[src/rtl/vga_pkg.sv]
// vga_pkg: timing constants, palette values, 2-bit colour codes and the
// receiver FSM state type. Shared by vga_rx and vga_color_decode.
package vga_pkg;

  // 800x525 frame at 25 MHz
  localparam int H_TOTAL     = 800;
  localparam int V_TOTAL     = 525;
  localparam int H_ACT_START = 144;
  localparam int V_ACT_START = 35;
  localparam int H_ACT       = 640;
  localparam int V_ACT       = 480;

  // Palette colours as {b,g,r}
  localparam logic [11:0] COL_BLACK = 12'h000;
  localparam logic [11:0] COL_BLUE  = 12'hF00;
  localparam logic [11:0] COL_GREEN = 12'h0F0;
  localparam logic [11:0] COL_RED   = 12'h00F;

  localparam logic [1:0] CODE_BLACK = 2'b00;
  localparam logic [1:0] CODE_BLUE  = 2'b01;
  localparam logic [1:0] CODE_GREEN = 2'b10;
  localparam logic [1:0] CODE_RED   = 2'b11;

  typedef enum logic [1:0] {
    SEARCH  = 2'd0,
    ACQUIRE = 2'd1,
    LOCKED  = 2'd2
  } rx_state_t;

endpackage

[src/rtl/vga_color_decode.sv]
// vga_color_decode: combinational mapping of a 12-bit {b,g,r} colour back to
// its 2-bit palette code.
//   rgb  in  12  colour as {b,g,r}
//   code out 2   00 black, 01 blue, 10 green, 11 red
//   err  out 1   colour is not one of the four palette values (code is 00)
module vga_color_decode
  import vga_pkg::*;
(
  input  logic [11:0] rgb,
  output logic [1:0]  code,
  output logic        err
);

  always_comb begin
    code = CODE_BLACK;
    err  = 1'b0;
    case (rgb)
      COL_BLACK: code = CODE_BLACK;
      COL_BLUE:  code = CODE_BLUE;
      COL_GREEN: code = CODE_GREEN;
      COL_RED:   code = CODE_RED;
      default:   err  = 1'b1;
    endcase
  end

endmodule

[src/rtl/vga_rx.sv]
// vga_rx: VGA receiver. Locks to the hs/vs timing of the transmitter,
// rebuilds the pixel row/col and decodes each active pixel to its palette
// code, producing frame-buffer write strobes for loopback self-test.
//   vga_clk    in   pixel clock, rising edge
//   clrn       in   asynchronous active-low reset
//   hs, vs     in   active-low syncs
//   r, g, b    in   4-bit colour channels
//   pix_we     out  strobe: pix_row/pix_col/pix_data valid
//   pix_row    out  active row, pix_col out active column
//   pix_data   out  decoded 2-bit palette code
//   locked     out  receiver is in LOCKED
//   frame_done out  pulse at each vs fall while LOCKED
//   timing_err out  pulse on a line/frame length or counter mismatch
//   color_err  out  pulse with pix_we when the colour is not in the palette
//   err_cnt    out  saturating count of timing errors seen while LOCKED
module vga_rx #(
  parameter int H_TOTAL     = vga_pkg::H_TOTAL,
  parameter int V_TOTAL     = vga_pkg::V_TOTAL,
  parameter int H_ACT_START = vga_pkg::H_ACT_START,
  parameter int V_ACT_START = vga_pkg::V_ACT_START,
  parameter int H_ACT       = vga_pkg::H_ACT,
  parameter int V_ACT       = vga_pkg::V_ACT
) (
  input  logic       vga_clk,
  input  logic       clrn,
  input  logic       hs,
  input  logic       vs,
  input  logic [3:0] r,
  input  logic [3:0] g,
  input  logic [3:0] b,
  output logic       pix_we,
  output logic [8:0] pix_row,
  output logic [9:0] pix_col,
  output logic [1:0] pix_data,
  output logic       locked,
  output logic       frame_done,
  output logic       timing_err,
  output logic       color_err,
  output logic [7:0] err_cnt
);
  import vga_pkg::*;

  localparam logic [9:0] H_LAST  = 10'(H_TOTAL - 1);
  localparam logic [9:0] V_LAST  = 10'(V_TOTAL - 1);
  localparam logic [9:0] H_FIRST = 10'(H_ACT_START);
  localparam logic [9:0] H_END   = 10'(H_ACT_START + H_ACT);
  localparam logic [9:0] V_FIRST = 10'(V_ACT_START);
  localparam logic [9:0] V_END   = 10'(V_ACT_START + V_ACT);

  rx_state_t   state, state_next;
  logic        hs_q, vs_q, hs_qp, vs_qp;
  logic [11:0] rgb_q;
  logic [9:0]  hcnt, vcnt, hcnt_next, vcnt_next;
  logic        first, first_next, bad, bad_next, restart;
  logic        hs_fall, vs_fall, mismatch, exempt, err_now, in_win, rx_locked;
  logic [1:0]  code;
  logic        code_err;

  vga_color_decode u_decode (
    .rgb  (rgb_q),
    .code (code),
    .err  (code_err)
  );

  assign hs_fall   = hs_qp & ~hs_q;
  assign vs_fall   = vs_qp & ~vs_q;
  assign rx_locked = (state == LOCKED);
  assign locked    = rx_locked;

  assign mismatch = (hs_fall && (hcnt != H_LAST))
                 || (vs_fall && (vcnt != V_LAST))
                 || (!hs_fall && (hcnt == H_LAST))
                 || (hs_fall && !vs_fall && (vcnt == V_LAST))
                 || (vs_fall && !hs_fall);

  // The first sync event after (re)entering ACQUIRE may land at an arbitrary
  // counter phase, so it cannot be judged.
  assign exempt  = (state == ACQUIRE) && first && (hs_fall || vs_fall);
  assign err_now = mismatch && !exempt && (state != SEARCH);

  assign in_win = (hcnt >= H_FIRST) && (hcnt < H_END)
               && (vcnt >= V_FIRST) && (vcnt < V_END);

  always_ff @(posedge vga_clk or negedge clrn) begin
    if (!clrn) begin
      hs_q  <= 1'b1;
      vs_q  <= 1'b1;
      hs_qp <= 1'b1;
      vs_qp <= 1'b1;
      rgb_q <= '0;
    end else begin
      hs_q  <= hs;
      vs_q  <= vs;
      hs_qp <= hs_q;
      vs_qp <= vs_q;
      rgb_q <= {b, g, r};
    end
  end

  // Restarting acquisition zeroes the counters so the frame that follows is
  // measured from a known vs fall.
  always_comb begin
    hcnt_next  = (hs_fall || hcnt == H_LAST) ? 10'd0 : hcnt + 10'd1;
    vcnt_next  = vcnt;
    state_next = state;
    first_next = first;
    bad_next   = bad;
    restart    = 1'b0;
    if (hs_fall) begin
      if (vs_fall)
        vcnt_next = 10'd0;
      else if (vcnt != V_LAST)
        vcnt_next = vcnt + 10'd1;
    end
    case (state)
      SEARCH: begin
        if (vs_fall) begin
          state_next = ACQUIRE;
          restart    = 1'b1;
        end
      end
      ACQUIRE: begin
        if (vs_fall) begin
          if (bad || err_now || first)
            restart = 1'b1;
          else
            state_next = LOCKED;
        end else begin
          if (hs_fall)
            first_next = 1'b0;
          if (err_now)
            bad_next = 1'b1;
        end
      end
      LOCKED: begin
        if (err_now)
          state_next = SEARCH;
      end
      default: state_next = SEARCH;
    endcase
    if (restart) begin
      hcnt_next  = 10'd0;
      vcnt_next  = 10'd0;
      first_next = 1'b1;
      bad_next   = 1'b0;
    end
  end

  always_ff @(posedge vga_clk or negedge clrn) begin
    if (!clrn) begin
      state <= SEARCH;
      hcnt  <= '0;
      vcnt  <= '0;
      first <= 1'b0;
      bad   <= 1'b0;
    end else begin
      state <= state_next;
      hcnt  <= hcnt_next;
      vcnt  <= vcnt_next;
      first <= first_next;
      bad   <= bad_next;
    end
  end

  always_ff @(posedge vga_clk or negedge clrn) begin
    if (!clrn) begin
      pix_we     <= 1'b0;
      pix_row    <= '0;
      pix_col    <= '0;
      pix_data   <= '0;
      color_err  <= 1'b0;
      timing_err <= 1'b0;
      frame_done <= 1'b0;
      err_cnt    <= '0;
    end else begin
      pix_we     <= rx_locked && in_win;
      color_err  <= rx_locked && in_win && code_err;
      timing_err <= err_now;
      frame_done <= rx_locked && vs_fall;
      if (rx_locked && in_win) begin
        pix_col  <= hcnt - H_FIRST;
        pix_row  <= 9'(vcnt - V_FIRST);
        pix_data <= code;
      end
      if (rx_locked && err_now && (err_cnt != 8'hFF))
        err_cnt <= err_cnt + 8'd1;
    end
  end

endmodule
[config.mk]
export PLATFORM = sky130hd
export DESIGN_NAME = vga_rx
export DESIGN_NICKNAME = d
export VERILOG_FILES = /design/src/rtl/vga_pkg.sv /design/src/rtl/vga_color_decode.sv /design/src/rtl/vga_rx.sv
export SDC_FILE = /design/constraint.sdc
export NUM_CORES = 1
export LEC_CHECK = 0
export CAP_MARGIN = 40
export CORE_ASPECT_RATIO = 1.4
export CORE_UTILIZATION = 54
export DETAILED_ROUTE_END_ITERATION = 8
export PLACE_DENSITY = 0.79
export SETUP_SLACK_MARGIN = 0.3
export SLEW_MARGIN = 10
export SYNTH_ARGS = -nofsm -noshare
export SYNTH_HDL_FRONTEND = slang
export SYNTH_SLANG_ARGS = --single-unit
[constraint.sdc]
create_clock -name vga_clk -period 2.7 [get_ports vga_clk]
set_input_delay 0.405 -clock vga_clk [delete_from_list [all_inputs] [get_ports vga_clk]]
set_output_delay 0.405 -clock vga_clk [all_outputs]
set_load 0.01 [all_outputs]
After elaboration in Yosys (flattened, before gate mapping). Index checks and enable logic that the tools add are counted. Widths: inputs -> output; s select.

$add $sub $neg: 5. Multiply operators: 0. Divide/modulo/power cells: 0. Order comparisons: 4. Eq/ne operators: 15. Shift operators: 0. Muxes and demuxes: 25. Bitwise logic cells: 4. Reduce and logical (&&, ||, !) cells: 41.

Operators by type and width (count): $mux 10 (6); $add 10x1->10 const B (2); $eq 10x10->1 const B (2); $lt 10x10->1 const B (2); $ne 10x10->1 const B (2); $logic_and 1x1->1 (18); $eq 12x12->1 const B (1); $eq 12x4->1 const B (1); $eq 12x8->1 const B (1); $logic_not 12->1 (1); $mux 1 (12); $pmux 2 s3 (2); $ge 10x6->1 const B (1); $ge 10x8->1 const B (1); $ne 2x2->1 const B (5); $sub 10x8->10 const B (1); $sub 9x6->9 const B (1); $add 8x1->8 const B (1); $logic_or 1x1->1 (8); $mux 2 (4); $ne 8x8->1 const B (1); $reduce_bool 2->1 (4); $reduce_and 3->1 (2); $reduce_and 4->1 (1); 10 further kinds (14).

Register bits: 73. Bits in latches: 0. RAM bits: 0. ROM bits: 0. Input port bits: 16. Output and inout port bits: 34. Memories kept: 0.

Longest topological paths before layout. Gate-level depths: netlist of run 1.

Depth in word-level cells: 16. Gate-level depth with buffers: 9. Depth with buffers taken out: 7.

Hierarchy. Synthesis of run 1 repeated with hierarchy kept, for this count alone.

Cells, all modules: 305. Area, all modules: 3495.9 um^2.

Modules (own cells, without submodules): vga_rx (instances 1, cells an instance 291, area each 3395.8 um^2, seq. area each 1831.8 um^2); vga_color_decode (instances 1, cells an instance 14, area each 100.1 um^2, seq. area each 0.0 um^2).

Worst setup path before layout of run 1. OpenSTA, ideal clock, no wires.

Path kind: flip-flop to flip-flop. Start: reg vcnt[0]. End: reg pix_col[3]. Setup time: 0.125 ns. Arrival: 2.159 ns. Required time: 2.575 ns. Path slack: 0.416 ns. Cell stages (with the launch flop): 9. Path buffers: 3. Period minus slack after synthesis: 2.284 ns. Path through: dfrtp_1 ha_1 buf_4 or4_4 o32ai_1 and4_1 buf_6 buf_12 mux2_4.

Longest elaborated chain between the ends: 4. Elaborated cells between the ends (all ways): 5.

Ends and longest elaborated chain: from (decl) (RTL line vga_rx.sv:53) `logic [9:0] hcnt, vcnt, hcnt_next, vcnt_next;`; from (signal assigned) (RTL line vga_rx.sv:159) `vcnt <= vcnt_next;`; $ge 10x6->1 (RTL line vga_rx.sv:82) `&& (vcnt >= V_FIRST) && (vcnt < V_END);`; $logic_and 1x1->1 (RTL line vga_rx.sv:82); $logic_and 1x1->1 (*) (RTL line vga_rx.sv:82); $logic_and 1x1->1 (*) (RTL line vga_rx.sv:180) `if (rx_locked && in_win) begin`; to (signal assigned) (RTL line vga_rx.sv:181) `pix_col <= hcnt - H_FIRST;`; to (decl) (RTL line vga_rx.sv:33) `output logic [9:0] pix_col,`.

Mark *: on every way between the ends. The rest lies on a longest branch, timed or not. A chain may end at the register's enable or synchronous reset.

Worst setup path in the final report of run 1.
Start: reg vcnt[0]. End: reg pix_col[1].

Same word-level chain as after synthesis.

==> flow_metrics.py, run 1 <==
metrics = {
    "status": {
        "status": "finished clean",
    },
    "power_and_ir_drop": {
        "power.density_nw_per_um2": 545.7,
        "p_sw_share_pct": 28.74,
        "intPower_mw": 1.643,
        "ir_drop_mv": 0.4033,
        "p_clk_share_pct": 32.5,
        "switching_power_mw": 0.6626,
        "p_leak_nw": 1.846,
        "p_seq_share_pct": 54.4,
        "pwr-share-comb_pct": 13.1,
    },
    "grt": {
        "grt_start_max_net_pins": 45,
        "antenna_found_initial": 0,
        "grt_pass1_vias": 2503,
        "grt_pass1_wl_microns": 11220,
        "grt.overflow.total": 0,
        "grt_util_all_layers_pct": 20.78,
    },
    "worst_setup_path": {
        "cp-end-kind": "flip-flop",
        "cp-startpoint": "vcnt[0]$_DFFE_PN0P_",
        "critical_path.max_fanout": 10,
        "crit_required_ns": 2.93,
        "crit_type": "reg2reg",
        "cp.arrival_ns": 2.56,
        "startpoint_type": "flip-flop",
        "rr_startpoint": "vcnt[0]$_DFFE_PN0P_",
    },
    "clocking": {
        "cts_buffers": 9,
        "cts_max_path_buffers": 2,
        "clkTransAtPathRegs_ns": 0.08,
        "cts-root-buf": "clkbuf_8",
        "hold_buffers": 0,
        "insertion_delay_ns": 0.35,
        "cts_sinks": 73,
        "cts_tree": "yes",
        "htree_levels": 3,
    },
    "timing": {
        "final_hold_viol_count": 0,
        "worst_pin_slew_ns": 0.8475,
        "skew_ns": 0.009272,
        "setup_viol": 0,
        "rsz0062_at_grt": "true",
        "maxSlewHeadroom_pct": 42.04,
        "final.min_clock_period_ns": 2.330,
        "tns_ns": 0,
        "fin_crit_sh_pct": 86.29,
        "slew_violations": 0,
        "max_freq_ghz": 0.4292,
    },
    "run": {
        "maxCapViolCount": 0,
    },
    "finish": {
        "drive_gt1_share_pct": 16.71,
        "nets": 378,
        "multi_input_area_sq_um": 1528,
        "syn2layout_area_growth_pct": 20.10,
        "utilization_pct": 67.55,
        "regArea_sq_um": 1832,
        "n_fill_cell": 488,
        "fin_cells": 431,
        "diodes": 0,
    },
    "drt": {
        "via_count": 2412,
        "drt_wl_total_microns": 6544,
        "drc": 0,
        "drt_iter0_drc": 154,
        "ant_nets": 0,
        "wl_per_cell_microns": 15.18,
        "vias_per_cell": 5.596,
        "first_pass_iters": 4,
    },
    "placement": {
        "dpl.hpwl_microns": 4738,
        "place_inst": 415,
        "routabilityCongestion": 0.8558,
        "io_buffer_count": 49,
    },
    "synth": {
        "synth_top_area_share_pct": 49.09,
        "syn-num-nets": 324,
        "synth_seq_area_share_pct": 52.08,
        "ys_types": 54,
        "synthCells": 300,
        "synth-edff-count": 0,
        "ys_ff_latch": 73,
        "avgSynthCellArea_sq_um": 11.72,
        "synth.area.top_cells": "dfrtp_1 (49%), mux2_4 (6.8%), xor2_1 (4.5%), nor2_1 (3.4%), dfstp_2 (3.0%)",
        "synthArstFlopShare_pct": 100.0,
        "synth.largest_area_cell": "dfrtp_1",
        "synth_ff_type": "dfrtp_1",
        "yosysWarnings": 0,
        "synth_area_sq_um": 3517,
    },
    "floorplan": {
        "die_x_microns": 70.21,
        "io_pins": 50,
        "die_y_microns": 97.49,
        "coreArea_sq_um": 6254,
        "num_rows": 34,
        "die_area_sq_um": 6844,
        "initial_utilization_pct": 56.24,
    },
    "min_path": {
        "holdCritPathClass": "in2async",
    },
}
==> cell families (layout without fill, tap and decap cells) <==
| logic type | Yosys count | in the layout | share of synthesized area [%] |
|---|---|---|---|
| simple gates | 104 | 104 | 16.51 |
| xor+xnor | 30 | 30 | 7.471 |
| buf+inv | 24 | 83 | 4.874 |
| mux | 22 | 22 | 8.680 |
| compound gates | 39 | 39 | 7.542 |
| fa+ha+maj | 8 | 8 | 2.846 |
| flops | 73 | 73 | 52.08 |
==> metal layers <==
layer	GRT usage, %	vias to the layer above	wire length (microns)
li1	-	1151	-
met1	23.58	1191	2688
met2	35.65	55	3428
met3	4.979	15	270
met4	11.08	0	156
met5	0	-	0
==> critical path, stage by stage (launching register included) <==
cell,delay [ns]
dfrtp_1,0.45
ha_4,0.22
or4_4,0.45
o32ai_1,0.25
and4_2,0.31
buf_6,0.18
mux2_2,0.34
==> cell usage in the layout, fill, tap and decap left out, types with 4 or more instances in the layout <==
cell and n:
a21oi_1 11, buf_4 4, clkbuf_8 9, clkdlybuf4s50_1 48, dfrtp_1 69, dfstp_2 4, ha_1 7, inv_1 11
mux2_4 16, nand2_1 17, nand2b_1 4, nand3_1 9, nand4_1 8, nor2_1 32, nor2b_1 4, nor4_1 4
o21ai_0 10, xnor2_1 12, xor2_1 18
==> timing repair <==
item / 4_1_cts / 5_1_grt
endpoints found under the setup margin: 0 / 19
hold endpoints to repair: 0 / 0
gates resized for setup: 0 / 6
buffers inserted: 0 / 0
==> metrics by stage <==
step	hold slack [ns]	worst slack, ns	area, sq um	power, mW
2_1_floorplan	0.1094	0.4159	3517	1.455
3_3_place_gp	0.3623	0.3722	4028	1.558
6_report	0.07927	0.3701	4224	2.305
3_5_place_dp	0.3639	0.3310	4028	1.572
5_1_grt	0.1315	0.2703	4224	2.423
4_1_cts	0.08887	0.3233	4199	2.323
==> cell type report <==
cell class              count  share of cell area [%]
clock inverters             7                   1.126
multi-input cells         203                   36.17
well taps                  72                   2.133
inverters                  11                  0.9775
flip-flops and latches     73                   43.37
repair buffers             56                   13.30
clock buffers               9                   2.932
==> state kept, by name (all words and copies together) (netlist names) <==
name,cells
bad,1
color_err,1
err_cnt,8
first,1
frame_done,1
hcnt,10
hs_q,1
hs_qp,1
pix_col,10
pix_data,2
pix_row,9
pix_we,1
rgb_q,12
state,2
timing_err,1
vcnt,10
vs_q,1
vs_qp,1
==> cell usage after synthesis (4+ instances only) <==
cell type / count
xnor2_1: 12
a21oi_1: 11
mux2_4: 16
ha_1: 8
nand3_1: 9
dfrtp_1: 69
nand2_1: 17
buf_6: 5
nor2_1: 32
dfstp_2: 4
nor4_1: 4
xor2_1: 18
nand2b_1: 4
o21ai_0: 10
nor2b_1: 4
inv_1: 11
nand4_1: 8
==> worst paths after layout <==
| path | to | slack [ns] | cells past startpoint |
|---|---|---|---|
| hold / removal | rgb_q[11]$_DFF_PN0_ | 0.08 | 1 |
| max in group asynchronous | hs_qp$_DFF_PN1_ | 1.89 | 2 |
| setup / recovery | pix_col[1]$_DFFE_PN0P_ | 0.37 | 6 |
| min in group vga_clk | vs_qp$_DFF_PN1_ | 0.38 | 0 |
| hold reg to reg | vs_qp$_DFF_PN1_ | 0.38 | 0 |
| setup reg to reg | pix_col[1]$_DFFE_PN0P_ | 0.37 | 6 |
==> power by group through the flow <==
stage	combinational (mW)	sequential, mW	clock (mW)
2_1_floorplan	0.211	1.24	0
3_5_place_dp	0.304	1.27	0
5_1_grt	0.340	1.26	0.818
6_report	0.302	1.25	0.749
4_1_cts	0.304	1.25	0.772
3_3_place_gp	0.294	1.26	0
(Power assumes the default switching activity.)
==> run 2, diff against run 1 <==
--- a/config.mk
+++ b/config.mk
@@ -6,8 +6,10 @@
 export NUM_CORES = 1
 export LEC_CHECK = 0
 export CAP_MARGIN = 40
+export CELL_PAD_IN_SITES_DETAIL_PLACEMENT = 0
+export CELL_PAD_IN_SITES_GLOBAL_PLACEMENT = 2
 export CORE_ASPECT_RATIO = 1.4
-export CORE_UTILIZATION = 54
+export CORE_UTILIZATION = 36
 export DETAILED_ROUTE_END_ITERATION = 8
 export PLACE_DENSITY = 0.79
 export SETUP_SLACK_MARGIN = 0.3
==> run 2 against run 1 <==
Global-route usage is 5.6 points lower. Die area is 49% higher. Register-to-register slack hardly changed. Count of clock-buffer cells in the layout is 1 higher. First-iteration DRC count is 31% lower. Critical path depth stayed put. Combinational power is 9.3% higher. Via count is 0.58% lower. Flip-flop and latch count stayed put. Fmax is 0.34% higher. Sequential power hardly changed. Clock skew is 0.0046 ns lower. Critical path type unchanged. Critical endpoint is now pix_row[4]$_DFFE_PN0P_.
==> flow_metrics.py, run 2 (synthesis results as in run 1) <==
metrics = {
    "status": {
        "status": "finished clean",
    },
    "finish": {
        "fin_cells": 472,
        "final_common_cell": "dfrtp_1",
        "final_cell_area_sq_um": 4442,
        "multi_input_area_sq_um": 1516,
        "largest_reg_flops": 12,
        "diodes": 0,
        "n_fill_cell": 864,
        "utilization_pct": 46.96,
        "regMostFlops": "rgb_q",
        "layout_common_cells": "dfrtp_1 (69), clkdlybuf4s50_1 (48), nor2_1 (32)",
        "drive_gt1_share_pct": 17.13,
        "regArea_sq_um": 1832,
        "syn2layout_area_growth_pct": 26.29,
        "nets": 381,
    },
    "floorplan": {
        "die_y_microns": 119.0,
        "coreArea_sq_um": 9459,
        "die_area_sq_um": 10170,
        "die_x_microns": 85.54,
        "initial_utilization_pct": 37.18,
        "io_pins": 50,
        "num_rows": 42,
    },
    "drt": {
        "m1WireLength_microns": 2982,
        "first_pass_iters": 4,
        "ant_nets": 0,
        "vias_per_cell": 5.081,
        "drc": 0,
        "drt_iter0_drc": 107,
        "wl_met2_microns": 3751,
        "dr_wl_met3_microns": 252,
        "wl_per_cell_microns": 15.11,
        "drt_wl_total_microns": 7132,
        "top_layer_used": "met4",
        "via_count": 2398,
    },
    "worst_setup_path": {
        "startpoint_type": "flip-flop",
        "critical_path.max_fanout": 19,
        "crit_type": "reg2reg",
        "rr_worst_depth": 6,
        "r2r-end": "pix_row[4]$_DFFE_PN0P_",
        "cp_cell_sequence": "ha_1 -> or4_4 -> o32ai_1 -> and4_4 -> buf_12 -> mux2_4",
        "cp-end-kind": "flip-flop",
        "path_buf_inv": 1,
        "crit_required_ns": 2.92,
        "cp.arrival_ns": 2.54,
        "cpPeakStageDelay_ns": 0.46,
        "r2r_slack_ns": 0.38,
        "cp_slowest_cell": "or4_4",
        "rr_startpoint": "vcnt[0]$_DFFE_PN0P_",
        "crit_cells": 6,
        "path_delay_family": "simple AND/OR/NAND/NOR gates",
    },
    "timing": {
        "worst_pin_slew_ns": 0.7744,
        "final_hold_viol_count": 0,
        "skew_ns": 0.004669,
        "rsz0062_at_grt": "false",
        "fin_crit_sh_pct": 86.00,
        "setup_viol": 0,
        "max_freq_ghz": 0.4307,
        "slew_violations": 0,
        "final.min_clock_period_ns": 2.322,
        "tns_ns": 0,
        "maxSlewHeadroom_pct": 47.04,
    },
    "grt": {
        "grt.overflow.total": 0,
        "grt_util_all_layers_pct": 15.16,
        "antenna_found_initial": 0,
        "grt_start_max_net_pins": 74,
        "grt_pass1_wl_microns": 11800,
        "grt_pass1_vias": 2377,
    },
    "placement": {
        "dpl-instance-area_sq_um": 4110,
        "routabilityCongestion": 0.7759,
        "dpl.hpwl_microns": 4980,
        "io_buffer_count": 49,
        "place_inst": 456,
    },
    "power_and_ir_drop": {
        "power.density_nw_per_um2": 647.0,
        "p_leak_nw": 1.936,
        "ir_drop_mv": 0.3183,
    },
    "clocking": {
        "cts-root-buf": "clkbuf_16",
        "hold_buffers": 0,
        "insertion_delay_ns": 0.34,
        "clkTransAtPathRegs_ns": 0.06,
        "cts_tree": "yes",
        "cts_sinks": 73,
        "htree_levels": 3,
        "cts_buffers": 9,
        "cts_max_path_buffers": 2,
    },
    "run": {
        "maxCapViolCount": 0,
    },
    "min_path": {
        "holdCritPathClass": "in2async",
    },
}
==> run 2: area by class of cell <==
| type | count | area share [%] |
|---|---|---|
| Clock buffer | 10 | 5.380 |
| Clock inverter | 6 | 2.028 |
| Tap cell | 110 | 3.099 |
| Inverter | 11 | 0.9296 |
| Multi-Input combinational cell | 203 | 34.14 |
| Timing Repair Buffer | 59 | 13.18 |
| Sequential cell | 73 | 41.24 |
==> run 2: worst register-to-register path, cell delays in order, from the launching register on <==
cell     delay (ns)
dfrtp_1        0.43
ha_1           0.23
or4_4          0.46
o32ai_1        0.25
and4_4         0.32
buf_12         0.20
mux2_4         0.32
==> run 2: what timing repair did <==
item,4_1_cts,5_1_grt
setup buffers,0,0
pin swaps,0,2
resized for setup,1,1
cloned,0,0
endpoints found under the setup margin,15,16
==> run 2: through the flow <==
step                      setup WS [ns]  power [mW]  hold WS (ns)
final                            0.3781       2.874       0.07600
after global routing             0.3007       3.011        0.1181
after CTS                        0.3260       2.908        0.1048
after detailed placement         0.2850       1.594        0.3656
after global placement           0.3516       1.587        0.3615
after floorplan                  0.4159       1.455        0.1094
==> run 2: worst max path at each step <==
stage	slack, ns	to	from
after floorplan	0.42	pix_col[3]$_DFFE_PN0P_	vcnt[0]$_DFFE_PN0P_
after global placement	0.35	pix_row[8]$_DFFE_PN0P_	vcnt[0]$_DFFE_PN0P_
after detailed placement	0.29	pix_row[2]$_DFFE_PN0P_	vcnt[0]$_DFFE_PN0P_
after CTS	0.33	pix_row[4]$_DFFE_PN0P_	vcnt[0]$_DFFE_PN0P_
after global routing	0.30	pix_row[2]$_DFFE_PN0P_	vcnt[0]$_DFFE_PN0P_
final	0.38	pix_row[4]$_DFFE_PN0P_	vcnt[0]$_DFFE_PN0P_
==> run 2: report_power, final <==
group	internal, mW	total [mW]	switching, mW
clock	0.837	1.30	0.465
sequential	1.17	1.24	0.0744
combinational	0.154	0.330	0.176
total	2.16	2.87	0.715
==> run 2: layer usage <==
layer / global-route usage [%] / vias to the layer above
met4: 7.500 / 0
met1: 17.71 / 1179
met3: 4.089 / 11
met2: 25.40 / 45
li1: - / 1163
met5: 0 / -
